### src/rtl/ip_uart_io.sv
// rtl/ip_uart_io.sv - Z80 I/O-mapped full-duplex UART with TX/RX FIFOs, sticky error flags and control register.
// Optional RX path (synchroniser, shifter, RX FIFO) is built only when IP_UART_IO_RX_EN is defined.
module ip_uart_io #(
    parameter int         clk_freq      = 27000000,
    parameter int         uart_freq     = 115200,
    parameter logic [7:0] io_base       = 8'h10,
    parameter int         tx_depth_log2 = 4,
    parameter int         rx_depth_log2 = 4
) (
    input  logic       clk,
    input  logic       reset,
    input  logic       enable,
    input  logic       iorq_n,
    input  logic       wr_n,
    input  logic       rd_n,
    input  logic [7:0] a,
    input  logic [7:0] d,
    output logic [7:0] q,
    output logic       q_en,
    output logic       uart_tx,
    input  logic       uart_rx
);
    localparam int DIV = clk_freq / uart_freq;
    localparam int CW  = $clog2(DIV);
    localparam logic [CW-1:0] DIV_M1 = CW'(DIV - 1);
    localparam int TCW = tx_depth_log2 + 1;
    localparam int TX_DEPTH = 2 ** tx_depth_log2;
    localparam logic [TCW-1:0] TX_FULL_CNT = TCW'(TX_DEPTH);

    logic       sel, wr_r, wr_hold, wr_fire;
    logic       tx_push, ctl_wr, flag_clr, tx_flush;
    logic [7:0] status, rd0;

    assign sel      = !iorq_n && ({a[7:1], 1'b0} == io_base);
    assign wr_fire  = enable && sel && !wr_r && !wr_hold;
    assign tx_push  = wr_fire && !a[0];
    assign ctl_wr   = wr_fire && a[0];
    assign flag_clr = ctl_wr && d[0];
    assign tx_flush = ctl_wr && d[1];

    // One action per bus access: the hold flag survives until the registered strobe goes high again.
    always_ff @(posedge clk) begin
        if (reset) begin
            wr_r    <= 1'b1;
            wr_hold <= 1'b0;
        end else if (enable) begin
            wr_r <= wr_n;
            if (wr_r)
                wr_hold <= 1'b0;
            else if (sel && !wr_hold)
                wr_hold <= 1'b1;
        end
    end

    logic [7:0]               tx_mem [TX_DEPTH];
    logic [tx_depth_log2-1:0] tx_wp, tx_rp;
    logic [TCW-1:0]           tx_fcnt;
    logic                     tx_full, tx_ne, tx_wr, tx_load, tx_ovf, tx_busy;
    logic                     tx_active;
    logic [CW-1:0]            tx_div;
    logic [3:0]               tx_bit;
    logic [8:0]               tx_sr;

    assign tx_full = (tx_fcnt == TX_FULL_CNT);
    assign tx_ne   = (tx_fcnt != '0);
    assign tx_wr   = tx_push && !tx_full;
    // Reload straight out of the stop bit so consecutive frames abut.
    assign tx_load = tx_ne && !tx_flush && (!tx_active || (tx_div == '0 && tx_bit == 4'd9));
    assign tx_busy = tx_active || tx_ne;

    always_ff @(posedge clk) begin
        if (tx_wr)
            tx_mem[tx_wp] <= d;
    end

    always_ff @(posedge clk) begin
        if (reset || tx_flush) begin
            tx_wp   <= '0;
            tx_rp   <= '0;
            tx_fcnt <= '0;
        end else begin
            if (tx_wr)
                tx_wp <= tx_wp + 1'b1;
            if (tx_load)
                tx_rp <= tx_rp + 1'b1;
            tx_fcnt <= tx_fcnt + TCW'(tx_wr) - TCW'(tx_load);
        end
    end

    always_ff @(posedge clk) begin
        if (reset)
            tx_ovf <= 1'b0;
        else
            tx_ovf <= (tx_ovf && !flag_clr) || (tx_push && tx_full);
    end

    always_ff @(posedge clk) begin
        if (reset) begin
            tx_active <= 1'b0;
            uart_tx   <= 1'b1;
            tx_div    <= '0;
            tx_bit    <= '0;
            tx_sr     <= '1;
        end else if (tx_load) begin
            tx_active <= 1'b1;
            uart_tx   <= 1'b0;
            tx_div    <= DIV_M1;
            tx_bit    <= '0;
            tx_sr     <= {1'b1, tx_mem[tx_rp]};
        end else if (tx_active) begin
            if (tx_div != '0) begin
                tx_div <= tx_div - 1'b1;
            end else if (tx_bit == 4'd9) begin
                tx_active <= 1'b0;
            end else begin
                uart_tx <= tx_sr[0];
                tx_sr   <= {1'b1, tx_sr[8:1]};
                tx_bit  <= tx_bit + 1'b1;
                tx_div  <= DIV_M1;
            end
        end
    end

`ifdef IP_UART_IO_RX_EN
    localparam logic [CW-1:0] HALF_M1 = CW'(DIV / 2 - 1);
    localparam int RCW = rx_depth_log2 + 1;
    localparam int RX_DEPTH = 2 ** rx_depth_log2;
    localparam logic [RCW-1:0] RX_FULL_CNT = RCW'(RX_DEPTH);

    typedef enum logic [2:0] {RX_IDLE, RX_START, RX_DATA, RX_STOP, RX_WAIT} rx_state_t;

    rx_state_t     rx_state, rx_next;
    logic          rx_s1, rx_s2, rx_d;
    logic [CW-1:0] rx_div, rx_div_n;
    logic [2:0]    rx_bit, rx_bit_n;
    logic [7:0]    rx_byte, rx_byte_n;
    logic          rx_done, rx_bad;

    always_ff @(posedge clk) begin
        if (reset) begin
            rx_s1    <= 1'b1;
            rx_s2    <= 1'b1;
            rx_d     <= 1'b1;
            rx_state <= RX_IDLE;
            rx_div   <= '0;
            rx_bit   <= '0;
            rx_byte  <= '0;
        end else begin
            rx_s1    <= uart_rx;
            rx_s2    <= rx_s1;
            rx_d     <= rx_s2;
            rx_state <= rx_next;
            rx_div   <= rx_div_n;
            rx_bit   <= rx_bit_n;
            rx_byte  <= rx_byte_n;
        end
    end

    always_comb begin
        rx_next   = rx_state;
        rx_div_n  = (rx_div == '0) ? '0 : rx_div - 1'b1;
        rx_bit_n  = rx_bit;
        rx_byte_n = rx_byte;
        rx_done   = 1'b0;
        rx_bad    = 1'b0;
        case (rx_state)
            RX_IDLE: begin
                if (rx_d && !rx_s2) begin
                    rx_next  = RX_START;
                    rx_div_n = HALF_M1;
                end
            end
            RX_START: begin
                // A start bit that is gone by mid-bit was a glitch.
                if (rx_div == '0) begin
                    if (!rx_s2) begin
                        rx_next  = RX_DATA;
                        rx_div_n = DIV_M1;
                        rx_bit_n = '0;
                    end else begin
                        rx_next = RX_IDLE;
                    end
                end
            end
            RX_DATA: begin
                if (rx_div == '0) begin
                    rx_byte_n = {rx_s2, rx_byte[7:1]};
                    rx_div_n  = DIV_M1;
                    rx_bit_n  = rx_bit + 1'b1;
                    if (rx_bit == 3'd7)
                        rx_next = RX_STOP;
                end
            end
            RX_STOP: begin
                if (rx_div == '0) begin
                    if (rx_s2) begin
                        rx_done = 1'b1;
                        rx_next = RX_IDLE;
                    end else begin
                        rx_bad  = 1'b1;
                        rx_next = RX_WAIT;
                    end
                end
            end
            RX_WAIT: begin
                if (rx_s2)
                    rx_next = RX_IDLE;
            end
            default: rx_next = RX_IDLE;
        endcase
    end

    logic [7:0]               rx_mem [RX_DEPTH];
    logic [rx_depth_log2-1:0] rx_wp, rx_rp;
    logic [RCW-1:0]           rx_fcnt;
    logic                     rx_full, rx_ne, rx_wr, rx_pop, rx_flush;
    logic                     rd_pend, rx_ovf, rx_ferr;

    assign rx_full  = (rx_fcnt == RX_FULL_CNT);
    assign rx_ne    = (rx_fcnt != '0);
    assign rx_wr    = rx_done && !rx_full;
    assign rx_pop   = enable && rd_pend && rd_n && rx_ne;
    assign rx_flush = ctl_wr && d[2];

    always_ff @(posedge clk) begin
        if (rx_wr)
            rx_mem[rx_wp] <= rx_byte;
    end

    always_ff @(posedge clk) begin
        if (reset || rx_flush) begin
            rx_wp   <= '0;
            rx_rp   <= '0;
            rx_fcnt <= '0;
        end else begin
            if (rx_wr)
                rx_wp <= rx_wp + 1'b1;
            if (rx_pop)
                rx_rp <= rx_rp + 1'b1;
            rx_fcnt <= rx_fcnt + RCW'(rx_wr) - RCW'(rx_pop);
        end
    end

    // The head is consumed only once the CPU has released rd_n, so a held read sees a stable byte.
    always_ff @(posedge clk) begin
        if (reset) begin
            rd_pend <= 1'b0;
            rx_ovf  <= 1'b0;
            rx_ferr <= 1'b0;
        end else begin
            if (enable) begin
                if (sel && !rd_n && !a[0] && rx_ne)
                    rd_pend <= 1'b1;
                else if (rd_n)
                    rd_pend <= 1'b0;
            end
            rx_ovf  <= (rx_ovf && !flag_clr) || (rx_done && rx_full);
            rx_ferr <= (rx_ferr && !flag_clr) || rx_bad;
        end
    end

    assign status = {2'b00, tx_ovf, rx_ferr, rx_ovf, rx_ne, tx_full, tx_busy};
    assign rd0    = rx_ne ? rx_mem[rx_rp] : 8'h00;
`else
    logic unused_rx;
    assign unused_rx = uart_rx;
    assign status    = {2'b00, tx_ovf, 3'b000, tx_full, tx_busy};
    assign rd0       = 8'hFF;
`endif

    assign q_en = sel && !rd_n;
    assign q    = q_en ? (a[0] ? status : rd0) : 8'h00;

endmodule

### config.mk
export PLATFORM = sky130hd
export DESIGN_NAME = ip_uart_io
export DESIGN_NICKNAME = d
export VERILOG_FILES = /design/src/rtl/ip_uart_io.sv
export SDC_FILE = /design/constraint.sdc
export NUM_CORES = 1
export LEC_CHECK = 0
export ABC_AREA = 1
export BUFFER_PORTS_ARGS = -buffer_cell sky130_fd_sc_hd__buf_2
export CORE_AREA = 3 3 124 126
export DETAILED_ROUTE_END_ITERATION = 8
export DIE_AREA = 0 0 127 129
export PLACE_DENSITY = 0.71
export SLEW_MARGIN = 0
export SYNTH_ARGS = -nofsm -noshare
export SYNTH_HDL_FRONTEND = slang
export SYNTH_SLANG_ARGS = --single-unit
export TNS_END_PERCENT = 10
### constraint.sdc
create_clock -name clk -period 2.7 [get_ports clk]
set_input_delay 0.135 -clock clk [delete_from_list [all_inputs] [get_ports clk]]
set_output_delay 0.135 -clock clk [all_outputs]
set_load 0.02 [all_outputs]
* After elaboration in Yosys (flattened, before gate mapping)
Memories as Yosys holds them, arrays and structs flattened. A register that Yosys moved wholly into a read port is not among the register bits. Cells that the tools add are included.
Storage, ports and cells: logic and storage cells 92, input port bits 23, memories 1, output and inout bits 10, RAM bits 128, flip-flop bits (word level) 38
Memory list:
- tx_mem | depth 16, width 8, read ports 1, clocked after memory_dff 1, wr ports 1, line 55 | logic [7:0] tx_mem [TX_DEPTH];
Operators by class: reductions and logical operators 40, bitwise operators 2, muxes and demuxes 24, add/sub/neg operators 6, equal/unequal tests 7
Operator list (count):
- 8-bit two-way mux | 10
- 1-bit logical AND | 16
- 4-bit by 1-bit adder with 4-bit output, second input constant | 3
- 1-bit two-way mux | 12
- 1-bit logical NOT | 9
- 8-bit logical NOT | 1
- 4-bit two-way mux | 2
- 8-bit nonzero test | 1
- 8-bit by 1-bit subtractor with 8-bit output, second input constant | 1
- 7-bit by 4-bit == test with 1-bit output, second input constant | 1
- 2-bit AND reduction | 3
- 3-bit AND reduction | 2
- 5-bit by 1-bit adder with 5-bit output | 1
- 5-bit == test, second input constant | 1
- 5-bit nonzero test | 1
- 5-bit by 1-bit subtractor with 5-bit output | 1
- 4-bit == test, second input constant | 1
- 1-bit logical OR | 4
- 2-bit inequality test, second input constant | 2
- 2-bit nonzero test | 2
- 3-bit by 2-bit inequality test with 1-bit output, second input constant | 1
- 2-bit by 1-bit inequality test with 1-bit output, second input constant | 1
- 1-bit NOT | 2
- 2-bit OR reduction | 1

* Logic depth before layout (Yosys ltp)
word-level depth 12, mapped depth 18, mapped depth without buffers 17

* Worst setup path before layout
OpenSTA, ideal clock, no wires.
path type register -> register, from register tx_div[0], to register tx_fcnt[4], clock period less this slack 2.534 ns, required time 2.630 ns, path buffers 1, setup slack 0.166 ns, cell stages (with the launch flop) 17, setup time 0.070 ns, arrival time 2.464 ns, cells stage by stage dfxtp_1 -> inv_1 -> ha_1 -> nand2_2 -> o21ai_4 -> nand2_4 -> nor2_4 -> buf_6 -> ha_1 -> inv_1 -> ha_1 -> fa_1 -> nand2_1 -> a21oi_1 -> nor2_1 -> or2_2 -> a21oi_1
Between the ends: longest elaborated chain between the ends 5
RTL lines:
- start: declaration | line 60 | logic [CW-1:0] tx_div;
- start signal: assignment | line 112 | tx_div <= tx_div - 1'b1;
- 8-bit logical NOT | line 68 | assign tx_load = tx_ne && !tx_flush && (!tx_active || (tx_div == '0 && tx_bit == 4'd9));
- 1-bit logical AND | line 68
- 1-bit logical OR | line 68
- 1-bit logical AND | line 68
- net tx_load | line 58 | logic tx_full, tx_ne, tx_wr, tx_load, tx_ovf, tx_busy;
- 5-bit by 1-bit subtractor with 5-bit output | line 86 | tx_fcnt <= tx_fcnt + TCW'(tx_wr) - TCW'(tx_load);
- end signal: assignment | line 86
- end: declaration | line 57 | logic [TCW-1:0] tx_fcnt;
The timed path passes the listed nets, and every way through them passes these cells. A chain may end at the register's enable or synchronous reset.

* Worst setup path in the final report
from register tx_bit[1], to register tx_fcnt[4]
Between the ends: longest elaborated chain between the ends 5
RTL lines:
- start: declaration | line 61 | logic [3:0] tx_bit;
- start signal: assignment | line 118 | tx_bit <= tx_bit + 1'b1;
- 4-bit == test | line 68
- 1-bit logical AND | line 68
- 1-bit logical OR | line 68
- 1-bit logical AND | line 68
- 5-bit by 1-bit subtractor with 5-bit output | line 86
Every way passes these cells.

==> impl_metrics.env <==
export IMPL_p_leak_uw=0.00390
export IMPL_antenna_cells=0
export IMPL_drt_pass1_iter_count=5
export IMPL_numCtsBuffers=17
export IMPL_utilization=0.613
export IMPL_cts_sinks=170
export IMPL_cp_cell_sequence="inv_1, ha_1, nand2_1, nor2_1, inv_1, nand2_1, nand2_4, nor2_4, ha_1, inv_1, ha_1, fa_2, nand2_1, a21oi_2, nor2_1, or2_2, a21oi_1"
export IMPL_grt_pass1_vias=5107
export IMPL_vias_per_cell=5.03
export IMPL_antenna_found_initial=0
export IMPL_coreArea_mm2=0.0144
export IMPL_die_height_um=129
export IMPL_ir_worst_vdd_mv=0.708
export IMPL_rows=44
export IMPL_ys_warn_count=0
export IMPL_cts_tree="done"
export IMPL_max_slew_margin_rel=0.501
export IMPL_whs_ns=0.0927
export IMPL_syn_area_mm2=0.00782
export IMPL_ff2ff_path_depth=17
export IMPL_syn_avg_cell_area_um2=9.09
export IMPL_routabilityCongestion=0.812
export IMPL_crit_cells=17
export IMPL_setup_viol=0
export IMPL_critPathKind="flip-flop to flip-flop"
export IMPL_hold_depth=4
export IMPL_fin_skew_ns=0.00679
export IMPL_place_hpwl_um=10300
export IMPL_initial_core_util=0.542
export IMPL_cap_violations=0
export IMPL_hold_class="input pin to flip-flop"
export IMPL_crit_path_start_kind="flip-flop"
export IMPL_grt_overflow=0
export IMPL_cts_max_level=4
export IMPL_rsz0062_at_grt="false"
export IMPL_finalWirelength_um=16200
export IMPL_clk_pin_slew_worst_paths_ns=0.06
export IMPL_syn_inst=860
export IMPL_drive_above_1_share=0.128
export IMPL_crit_path_max_fanout=4
export IMPL_fin_setup_tns_ns=0
export IMPL_max_freq_ghz=0.406
export IMPL_root_buffer="clkbuf_16"
export IMPL_ant_nets=0
export IMPL_routed_via_count=5552
export IMPL_drv_slew=0
export IMPL_path_delay_family="simple AND/OR/NAND/NOR gates"
export IMPL_clkLatencyLatePin_ns=0.43
export IMPL_dieArea_mm2=0.0164
export IMPL_die_w_um=127
export IMPL_critical_path_required_ns=3.05
export IMPL_crit_slowest_cell="dfxtp_1"
export IMPL_finalCriticalPeriod_ns=2.46
export IMPL_cp_arrival_ns=2.82
export IMPL_critPathBufInv=3
export IMPL_powerDensity_mw_per_mm2=847
export IMPL_min_period_over_period=0.913
export IMPL_tightest_slew_ns=0.749
export IMPL_drc=0
export IMPL_drtIter0Drc=405
export IMPL_slowest_delay_ns=0.33
export IMPL_io_buffers=31
export IMPL_syn_nets=898
export IMPL_grt_max_degree=67
export IMPL_syn_to_final_growth_pct=13.1
export IMPL_finalHoldViolations=0
export IMPL_clock_path_buffers=2
export IMPL_track_usage=0.210
export IMPL_synth_seq_cells=170
export IMPL_status="complete, no violations"
export IMPL_end_kind="flip-flop"
export IMPL_ios=33
export IMPL_nNetsFinal=945
export IMPL_yosysSeqAreaShare=0.599
export IMPL_wl_per_cell_um=14.7
export IMPL_yosysUniqueCellTypes=31
export IMPL_grt_first_pass_wirelength_um=26300
## what timing repair did
action / CTS / global route
resized for setup: 0 / 7
endpoints found under the setup margin: 0 / 1
hold buffers: 3 / 0
endpoints found under the hold margin: 4 / 0
setup buffers: 0 / 1
## final timing paths
check / startpoint / end / slack [ns]
max: tx_bit[1]$_SDFFE_PP0P_ / tx_fcnt[4]$_SDFF_PP0_ / 0.24
min: a[0] / tx_ovf$_SDFF_PP0_ / 0.09
max reg2reg: tx_bit[1]$_SDFFE_PP0P_ / tx_fcnt[4]$_SDFF_PP0_ / 0.24
min reg2reg: tx_ovf$_SDFF_PP0_ / tx_ovf$_SDFF_PP0_ / 0.46
## tightest hold or removal path: cells and delay by family
kind            cells  cell delay, ns
buf+inv             1            0.16
simple gates        2            0.12
compound gates      1            0.05
## layout by cell type (no fill, tap or decap), types with 2 or more instances in the layout
cell type,instances
edfxtp_1,128
clkinv_1,4
clkinvlp_4,3
nand2_1,248
or2_0,11
nand3_2,4
clkinv_4,2
or2_2,7
ha_1,13
nand3_1,106
nand2_2,4
xor2_1,7
nand4_1,3
dfxtp_1,40
buf_2,31
inv_2,4
nor2_2,4
nor2_1,74
a21oi_1,19
dlygate4sd3_1,3
clkbuf_16,17
clkinv_2,4
inv_1,132
buf_4,26
o21ai_0,7
xnor2_1,4
dfxtp_2,2
## final cells by class
class	count	area, um^2
Clock buffer	17	425
Sequential cell	170	4690
Multi-Input combinational cell	521	2480
Timing Repair Buffer	61	400
Fill cell	1231	5580
Inverter	136	510
Clock inverter	15	110
Tap cell	184	230
## routing by layer
metal / global-route usage / vias to the layer above / wire, um
met2: 0.336 / 127 / 7830
met5: 0 / - / 0
met4: 0.0694 / 0 / 228
li1: - / 2816 / -
met3: 0.0428 / 20 / 951
met1: 0.291 / 2589 / 7230
## cell usage after synthesis
cell type,count,area share
buf_1,1,0.00048
buf_2,11,0.0070
dfxtp_1,42,0.11
or2_2,7,0.0056
inv_2,3,0.0014
a211oi_1,1,0.00096
nand3_2,4,0.0051
clkbuf_1,15,0.0072
edfxtp_1,128,0.49
buf_4,4,0.0038
a21o_1,1,0.00096
nand2_1,248,0.12
nand4_1,3,0.0024
nand3_1,106,0.068
ha_1,14,0.022
buf_6,2,0.0029
nor2_2,3,0.0024
nand2_4,1,0.0014
nor2_4,1,0.0014
or2_0,11,0.0088
xnor2_1,4,0.0045
o21ai_0,7,0.0045
fa_1,1,0.0026
nor3_2,1,0.0013
nor2_1,75,0.036
nand2_2,4,0.0032
a21oi_1,20,0.013
o21ai_4,1,0.0021
inv_1,133,0.064
xor2_1,7,0.0078
nor3b_1,1,0.00096
## cell families after synthesis
family / count (synthesis) / share of synthesized area
flip-flops: 170 / 0.599
XOR/XNOR: 11 / 0.0123
adder cells (fa/ha/maj): 15 / 0.0250
AO/OA/AOI/OAI: 30 / 0.0213
AND/OR/NAND/NOR: 465 / 0.256
buffers and inverters: 169 / 0.0867
## power breakdown
group          switching [uW]  internal, uW  leakage [uW]
registers                 116          2960       0.00150
logic                    1430           776       0.00215
clock network             958          1240      0.000254
total                    2510          4980       0.00390
## stage by stage
| stage | instance area [um^2] | instances | total power (uW) | setup WS [ns] |
|---|---|---|---|---|
| 2_1_floorplan | 7820 | 860 | 4760 | 0.166 |
| 3_3_place_gp | 8250 | 1068 | 5250 | 0.267 |
| 3_5_place_dp | 8250 | 1068 | 5290 | 0.190 |
| 4_1_cts | 8810 | 1103 | 7480 | 0.160 |
| 5_1_grt | 8840 | 1104 | 7990 | 0.0246 |
| 6_report | 8840 | 1104 | 7490 | 0.236 |
## state kept, by name (all words and copies together), names as in the netlist, named ones only
| signal | count |
|---|---|
| tx_fcnt | 5 |
| tx_active | 1 |
| uart_tx | 1 |
| tx_div | 8 |
| wr_r | 1 |
| tx_mem | 128 |
| wr_hold | 1 |
| tx_wp | 4 |
| tx_bit | 4 |
| tx_sr | 8 |
| tx_rp | 4 |
| tx_ovf | 1 |
Power figures use the tool's default switching activity.
